File: config.mk
export PLATFORM = sky130hd
export DESIGN_NAME = memory_arbiter
export DESIGN_NICKNAME = d
export VERILOG_FILES = /design/src/rtl/memory_arbiter_pkg.sv /design/src/rtl/memory_arbiter_grant.sv /design/src/rtl/memory_arbiter.sv
export SDC_FILE = /design/constraint.sdc
export NUM_CORES = 1
export LEC_CHECK = 0
export BUFFER_PORTS_ARGS = -buffer_cell sky130_fd_sc_hd__buf_2
export CORE_AREA = 2 2 97 99
export CTS_CLUSTER_SIZE = 24
export DETAILED_ROUTE_END_ITERATION = 8
export DIE_AREA = 0 0 99 101
export GPL_ROUTABILITY_DRIVEN = 0
export GPL_TIMING_DRIVEN = 0
export PLACE_DENSITY = 0.66
export SLEW_MARGIN = 20
export SYNTH_ARGS = -nofsm -noshare
export SYNTH_HDL_FRONTEND = slang
export SYNTH_SLANG_ARGS = --single-unit
File: constraint.sdc
create_clock -name i_Clock -period 2.06 [get_ports i_Clock]
set_clock_uncertainty 0.05 [all_clocks]
set_input_delay 0.309 -clock i_Clock [delete_from_list [all_inputs] [get_ports i_Clock]]
set_output_delay 0.309 -clock i_Clock [all_outputs]
set_load 0.01 [all_outputs]
File: src/rtl/memory_arbiter_pkg.sv
// Shared CPU constants used by the memory arbiter: word width, byte-strobe
// width, load/store type codes and the grant vector layout.
package memory_arbiter_pkg;

    localparam int CPU_XLEN   = 32;
    localparam int CPU_STRB_W = CPU_XLEN / 8;

    typedef enum logic {
        LS_LOAD  = 1'b0,
        LS_STORE = 1'b1
    } lsType_e;

    typedef enum logic {
        GRANT_INSTR = 1'b0,
        GRANT_DATA  = 1'b1
    } grantee_e;

    // Bit positions inside the one-hot grant vector.
    localparam int GRANT_INSTR_BIT = 0;
    localparam int GRANT_DATA_BIT  = 1;

endpackage

File: src/rtl/memory_arbiter_grant.sv
// Combinational grant selection: data has priority over fetch, except when the
// data streak has reached its limit while a fetch is waiting.
module memory_arbiter_grant
    import memory_arbiter_pkg::*;
#(
    parameter int MAX_DATA_STREAK = 2,
    parameter int STREAK_W        = 2
) (
    input  logic                instrValid_i,
    input  logic                dataValid_i,
    input  logic [STREAK_W-1:0] streak_i,
    input  logic                idle_i,
    output logic [1:0]          grant_o
);

    logic streakFull;

    assign streakFull = (streak_i == STREAK_W'(MAX_DATA_STREAK));

    always_comb begin
        grant_o = '0;
        if (idle_i) begin
            if (dataValid_i && !(instrValid_i && streakFull)) begin
                grant_o[GRANT_DATA_BIT] = 1'b1;
            end else if (instrValid_i) begin
                grant_o[GRANT_INSTR_BIT] = 1'b1;
            end
        end
    end

endmodule

File: src/rtl/memory_arbiter.sv
// Shares a single-port synchronous memory between instruction fetch and
// load/store, one access per IDLE -> MEM -> RESP round.
module memory_arbiter
    import memory_arbiter_pkg::*;
#(
    parameter int XLEN            = CPU_XLEN,
    parameter int ADDR_WIDTH      = 10,
    parameter int MAX_DATA_STREAK = 2
) (
    input  logic                  i_Clock,
    input  logic                  i_Reset,

    input  logic                  i_Instr_Req_Valid,
    output logic                  o_Instr_Req_Ready,
    input  logic [XLEN-1:0]       i_Instr_Addr,
    output logic                  o_Instr_Resp_Valid,
    output logic [XLEN-1:0]       o_Instr_Resp_Data,

    input  logic                  i_Data_Req_Valid,
    output logic                  o_Data_Req_Ready,
    input  logic                  i_Data_Write_Enable,
    input  logic [XLEN-1:0]       i_Data_Addr,
    input  logic [XLEN-1:0]       i_Data_Write_Data,
    input  logic [XLEN/8-1:0]     i_Data_Byte_Enable,
    output logic                  o_Data_Resp_Valid,
    output logic [XLEN-1:0]       o_Data_Resp_Data,

    output logic                  o_Mem_Enable,
    output logic [XLEN/8-1:0]     o_Mem_Write_Strobe,
    output logic [ADDR_WIDTH-1:0] o_Mem_Addr,
    output logic [XLEN-1:0]       o_Mem_Write_Data,
    input  logic [XLEN-1:0]       i_Mem_Read_Data
);

    localparam int STREAK_W = $clog2(MAX_DATA_STREAK + 1);

    typedef enum logic [1:0] {
        ST_IDLE = 2'd0,
        ST_MEM  = 2'd1,
        ST_RESP = 2'd2
    } state_e;

    state_e                state_q;
    logic [STREAK_W-1:0]   streak_q;
    logic [STREAK_W-1:0]   streak_d;
    grantee_e              grantee_q;
    lsType_e               writeType_q;
    logic                  memEnable_q;
    logic [XLEN/8-1:0]     strobe_q;
    logic [ADDR_WIDTH-1:0] memAddr_q;
    logic [XLEN-1:0]       memWData_q;

    logic [1:0] grant;
    logic       idleOffer;
    logic       respPhase;

    // Ready is withheld during reset so a request presented alongside reset is never handshaken.
    assign idleOffer = (state_q == ST_IDLE) && !i_Reset;

    memory_arbiter_grant #(
        .MAX_DATA_STREAK (MAX_DATA_STREAK),
        .STREAK_W        (STREAK_W)
    ) u_grant (
        .instrValid_i (i_Instr_Req_Valid),
        .dataValid_i  (i_Data_Req_Valid),
        .streak_i     (streak_q),
        .idle_i       (idleOffer),
        .grant_o      (grant)
    );

    // The streak only counts data grants made while a fetch was actually waiting.
    always_comb begin
        streak_d = streak_q;
        if (grant[GRANT_DATA_BIT] && i_Instr_Req_Valid) begin
            if (streak_q != STREAK_W'(MAX_DATA_STREAK)) begin
                streak_d = streak_q + 1'b1;
            end
        end else if (grant[GRANT_INSTR_BIT] || (state_q == ST_IDLE && !i_Instr_Req_Valid)) begin
            streak_d = '0;
        end
    end

    always_ff @(posedge i_Clock) begin
        if (i_Reset) begin
            state_q     <= ST_IDLE;
            streak_q    <= '0;
            grantee_q   <= GRANT_INSTR;
            writeType_q <= LS_LOAD;
            memEnable_q <= 1'b0;
            strobe_q    <= '0;
            memAddr_q   <= '0;
            memWData_q  <= '0;
        end else begin
            streak_q <= streak_d;
            case (state_q)
                ST_IDLE: begin
                    if (grant[GRANT_DATA_BIT]) begin
                        state_q     <= ST_MEM;
                        memEnable_q <= 1'b1;
                        grantee_q   <= GRANT_DATA;
                        writeType_q <= i_Data_Write_Enable ? LS_STORE : LS_LOAD;
                        strobe_q    <= i_Data_Write_Enable ? i_Data_Byte_Enable : '0;
                        memAddr_q   <= i_Data_Addr[ADDR_WIDTH+1:2];
                        memWData_q  <= i_Data_Write_Data;
                    end else if (grant[GRANT_INSTR_BIT]) begin
                        state_q     <= ST_MEM;
                        memEnable_q <= 1'b1;
                        grantee_q   <= GRANT_INSTR;
                        writeType_q <= LS_LOAD;
                        strobe_q    <= '0;
                        memAddr_q   <= i_Instr_Addr[ADDR_WIDTH+1:2];
                        memWData_q  <= '0;
                    end
                end
                ST_MEM: begin
                    state_q     <= ST_RESP;
                    memEnable_q <= 1'b0;
                    strobe_q    <= '0;
                end
                ST_RESP: begin
                    state_q <= ST_IDLE;
                end
                default: begin
                    state_q <= ST_IDLE;
                end
            endcase
        end
    end

    assign o_Instr_Req_Ready = grant[GRANT_INSTR_BIT];
    assign o_Data_Req_Ready  = grant[GRANT_DATA_BIT];

    assign respPhase          = (state_q == ST_RESP);
    assign o_Instr_Resp_Valid = respPhase && (grantee_q == GRANT_INSTR);
    assign o_Data_Resp_Valid  = respPhase && (grantee_q == GRANT_DATA);
    assign o_Instr_Resp_Data  = o_Instr_Resp_Valid ? i_Mem_Read_Data : '0;
    assign o_Data_Resp_Data   = (o_Data_Resp_Valid && writeType_q == LS_LOAD) ? i_Mem_Read_Data : '0;

    assign o_Mem_Enable       = memEnable_q;
    assign o_Mem_Write_Strobe = strobe_q;
    assign o_Mem_Addr         = memAddr_q;
    assign o_Mem_Write_Data   = memWData_q;

    // Byte offset and high address bits are deliberately dropped so addresses wrap.
    logic unusedAddrBits;
    assign unusedAddrBits = ^{i_Instr_Addr[XLEN-1:ADDR_WIDTH+2], i_Instr_Addr[1:0],
                              i_Data_Addr[XLEN-1:ADDR_WIDTH+2], i_Data_Addr[1:0]};

endmodule
==> reports/metrics.cfg <==
[min_path]
hold_end = o_Mem_Addr[3]$_SDFFE_PP0P_
min_path_type = input pin to flop
whs_path_depth = 3
hold_start = i_Data_Addr[5]

[timing]
maxSlewHeadroom = 0.676
grt_setup_unrepaired = false
hold_violations = 0
setup_viol = 0
fin_setup_tns_ns = 0
timing.final.crit_share = 0.962
slew_violations = 0
tightestPinTransition_ns = 0.486
timing.fmax_mhz = 505
post-route-min-period_ns = 1.98
holdWs_ns = 0.132

[yosys]
netlist_instances = 257
ys_seq_area_frac = 0.453
ys_ff_latch = 53
netlist_area_um2 = 2340
synth_cell_types = 31
ys_top_cells_by_area = dfxtp_1 (45%), and2_1 (17%), a22oi_1 (8.0%), nor2_1 (4.3%), a22o_1 (3.7%)
synth_top_cell_by_area = dfxtp_1
yosys.area.top_type_share = 0.453
avgSynthCellArea_um2 = 9.11
syn_nets = 395
synth_warnings = 0

[worst_setup_path]
reg2reg_from = streak_q[0]$_SDFFE_PP0P_
crit_required_ns = 1.70
regToRegSetupSlack_ns = 0.39
worst-setup-path-type = flop to primary output
cp-start-kind = flop
worstPathMaxFanout = 8
cp_data_arrival_time_ns = 1.62
r2r_cells = 7
endpoint_kind = primary output
rr_endpoint = o_Mem_Write_Data[31]$_SDFFE_PP0P_

[clock_tree]
cts_made_buffers = 5
clk_pin_slew_worst_paths_ns = 0.10
cts.sinks = 53
cts.htree.levels = 2
cts_root_buffer = clkbuf_8
holdBufCountCts = 0
clock_latency_ns = 0.30
cts_buffer_depth = 2
cts_tree = done

[cells_and_area]
drive_above_1_share = 0.516
finish.utilization = 0.411
n_fill_cell = 916
regArea_um2 = 1070
final_nets = 614
fin_area_um2 = 3690
syn_to_final_growth_pct = 57.6
antenna_cells = 0
multiInputGateArea_um2 = 1180

[global_routing]
antenna_found_initial = 0
grt_pass1_vias = 2376
grt-ovfl-total = 0
grt_pass1_wl_um = 11400
grt.busiest_layer = met2
use_met2 = 0.252
use_met1 = 0.168
use_met3 = 0.0361
grt_max_degree = 17
grt_use_total = 0.140

[floorplan]
io-pin-count = 252
die_area_um2 = 10000
coreArea_um2 = 8980
rows = 35
start_util = 0.261
die_y_um = 101
fp.dieW_um = 99

[route]
postRouteAntennaNets = 0
wl_per_cell_um = 12.9
drc = 0
wl_um = 7580
firstDrtPassIters = 4
vias = 2651
drt-initial-drc-count = 109
via_per_inst = 4.51

[place]
io_buffer_count = 207
placed_area_um2 = 3520
hpwlAfterDp_um = 6170

[outcome]
outcome = finished clean

[power_and_ir_drop]
p_per_area_nw_per_um2 = 584
vdd_ir_drop_max_mv = 0.302
p_total_mw = 2.16
p_leak_nw = 2.02

[job]
maxCapViolCount = 0

[routing by layer]
layer / up-vias / part of all wire
met2: 120 / 0.51
met3: 5 / 0.079
li1: 1317 / -
met4: 0 / 0.0061
met5: - / 0
met1: 1209 / 0.40
[worst max path at each step]
stage | endpoint | slack [ns] | startpoint
4_1_cts | o_Data_Resp_Data[12] | 0.002 | state_q[0]$_SDFFE_PP0P_
2_1_floorplan | o_Data_Req_Ready | 0.38 | streak_q[0]$_SDFFE_PP0P_
3_5_place_dp | o_Instr_Resp_Data[28] | -0.11 | state_q[1]$_SDFFE_PP0P_
5_1_grt | o_Data_Resp_Data[28] | 0.003 | state_q[0]$_SDFFE_PP0P_
3_3_place_gp | o_Instr_Resp_Data[25] | -0.14 | state_q[1]$_SDFFE_PP0P_
6_report | o_Data_Req_Ready | 0.08 | streak_q[0]$_SDFFE_PP0P_
[critical path, cell delays in order, from the launching register on]
cell	delay, ns
dfxtp_2	0.35
inv_1	0.05
ha_2	0.21
a2111oi_4	0.40
buf_6	0.18
buf_2	0.13
[through the flow]
| step | instances | worst slack (ns) |
|---|---|---|
| after detailed placement | 575 | -0.112 |
| after global routing | 588 | 0.00277 |
| after floorplan | 257 | 0.380 |
| final | 588 | 0.0789 |
| after global placement | 575 | -0.142 |
| after CTS | 585 | 0.00207 |
[cell families (layout without fill, tap and decap cells)]
logic type,Yosys count,count (layout),share of synthesized area
buf+inv,23,243,0.0497
mux,8,8,0.0342
compound gates,54,54,0.181
fa+ha+maj,1,1,0.00534
flops,53,53,0.453
simple gates,118,118,0.277
[synthesized netlist by cell type, drive strengths merged]
cell / instances
buf: 7
a32o: 4
a21oi: 3
nand2: 14
o21ai: 8
a2111oi: 1
and3b: 1
or2: 2
nand4: 1
nor2b: 2
nand4b: 1
dfxtp: 53
clkbuf: 12
a22o: 10
nor3: 2
nand3: 1
nand2b: 1
mux2i: 8
inv: 4
ha: 1
or3b: 1
a31o: 2
a211oi: 1
nor3b: 1
and2: 64
nor2: 27
a22oi: 25
[flip-flops by register name (all words and copies together), names as in the netlist]
| signal | count |
|---|---|
| o_Mem_Write_Data | 32 |
| o_Mem_Addr | 10 |
| o_Mem_Write_Strobe | 4 |
| state_q | 2 |
| streak_q | 2 |
| grantee_q | 1 |
| o_Mem_Enable | 1 |
| writeType_q | 1 |
[report_power, final]
part | internal (mW) | switching (mW)
registers | 1.09 | 0.0369
logic | 0.220 | 0.227
clock network | 0.243 | 0.340
total | 1.55 | 0.604
[placed cells by master (no fill, tap or decap), types with 3 or more instances in the layout]
master      n
a21oi_1     3
a22o_1     10
a22oi_1    25
a32o_1      4
and2_1     64
buf_2     210
buf_4       7
buf_6       5
clkbuf_1    7
clkbuf_2    3
clkbuf_8    5
dfxtp_1    49
dfxtp_2     4
inv_1       4
mux2i_1     8
nand2_1    14
nor2_1     27
o21ai_0     8
[timing repair]
action                                  4_1_cts  5_1_grt
pin swaps                                     1        1
resized for setup                            14        9
setup buffers                                 2        3
gates cloned                                  0        0
endpoints found under the hold margin         0        0
endpoints found under the setup margin       66       61
[final cells by class]
class | instances | area share
timing repair buffer | 212 | 0.291
multi-input combinational | 181 | 0.321
sequential | 53 | 0.289
buffer | 19 | 0.0336
tap | 111 | 0.0377
clock inverter | 2 | 0.00373
clock buffer | 6 | 0.0197
inverter | 4 | 0.00407
No activity file was read; power rests on OpenSTA's default activity.
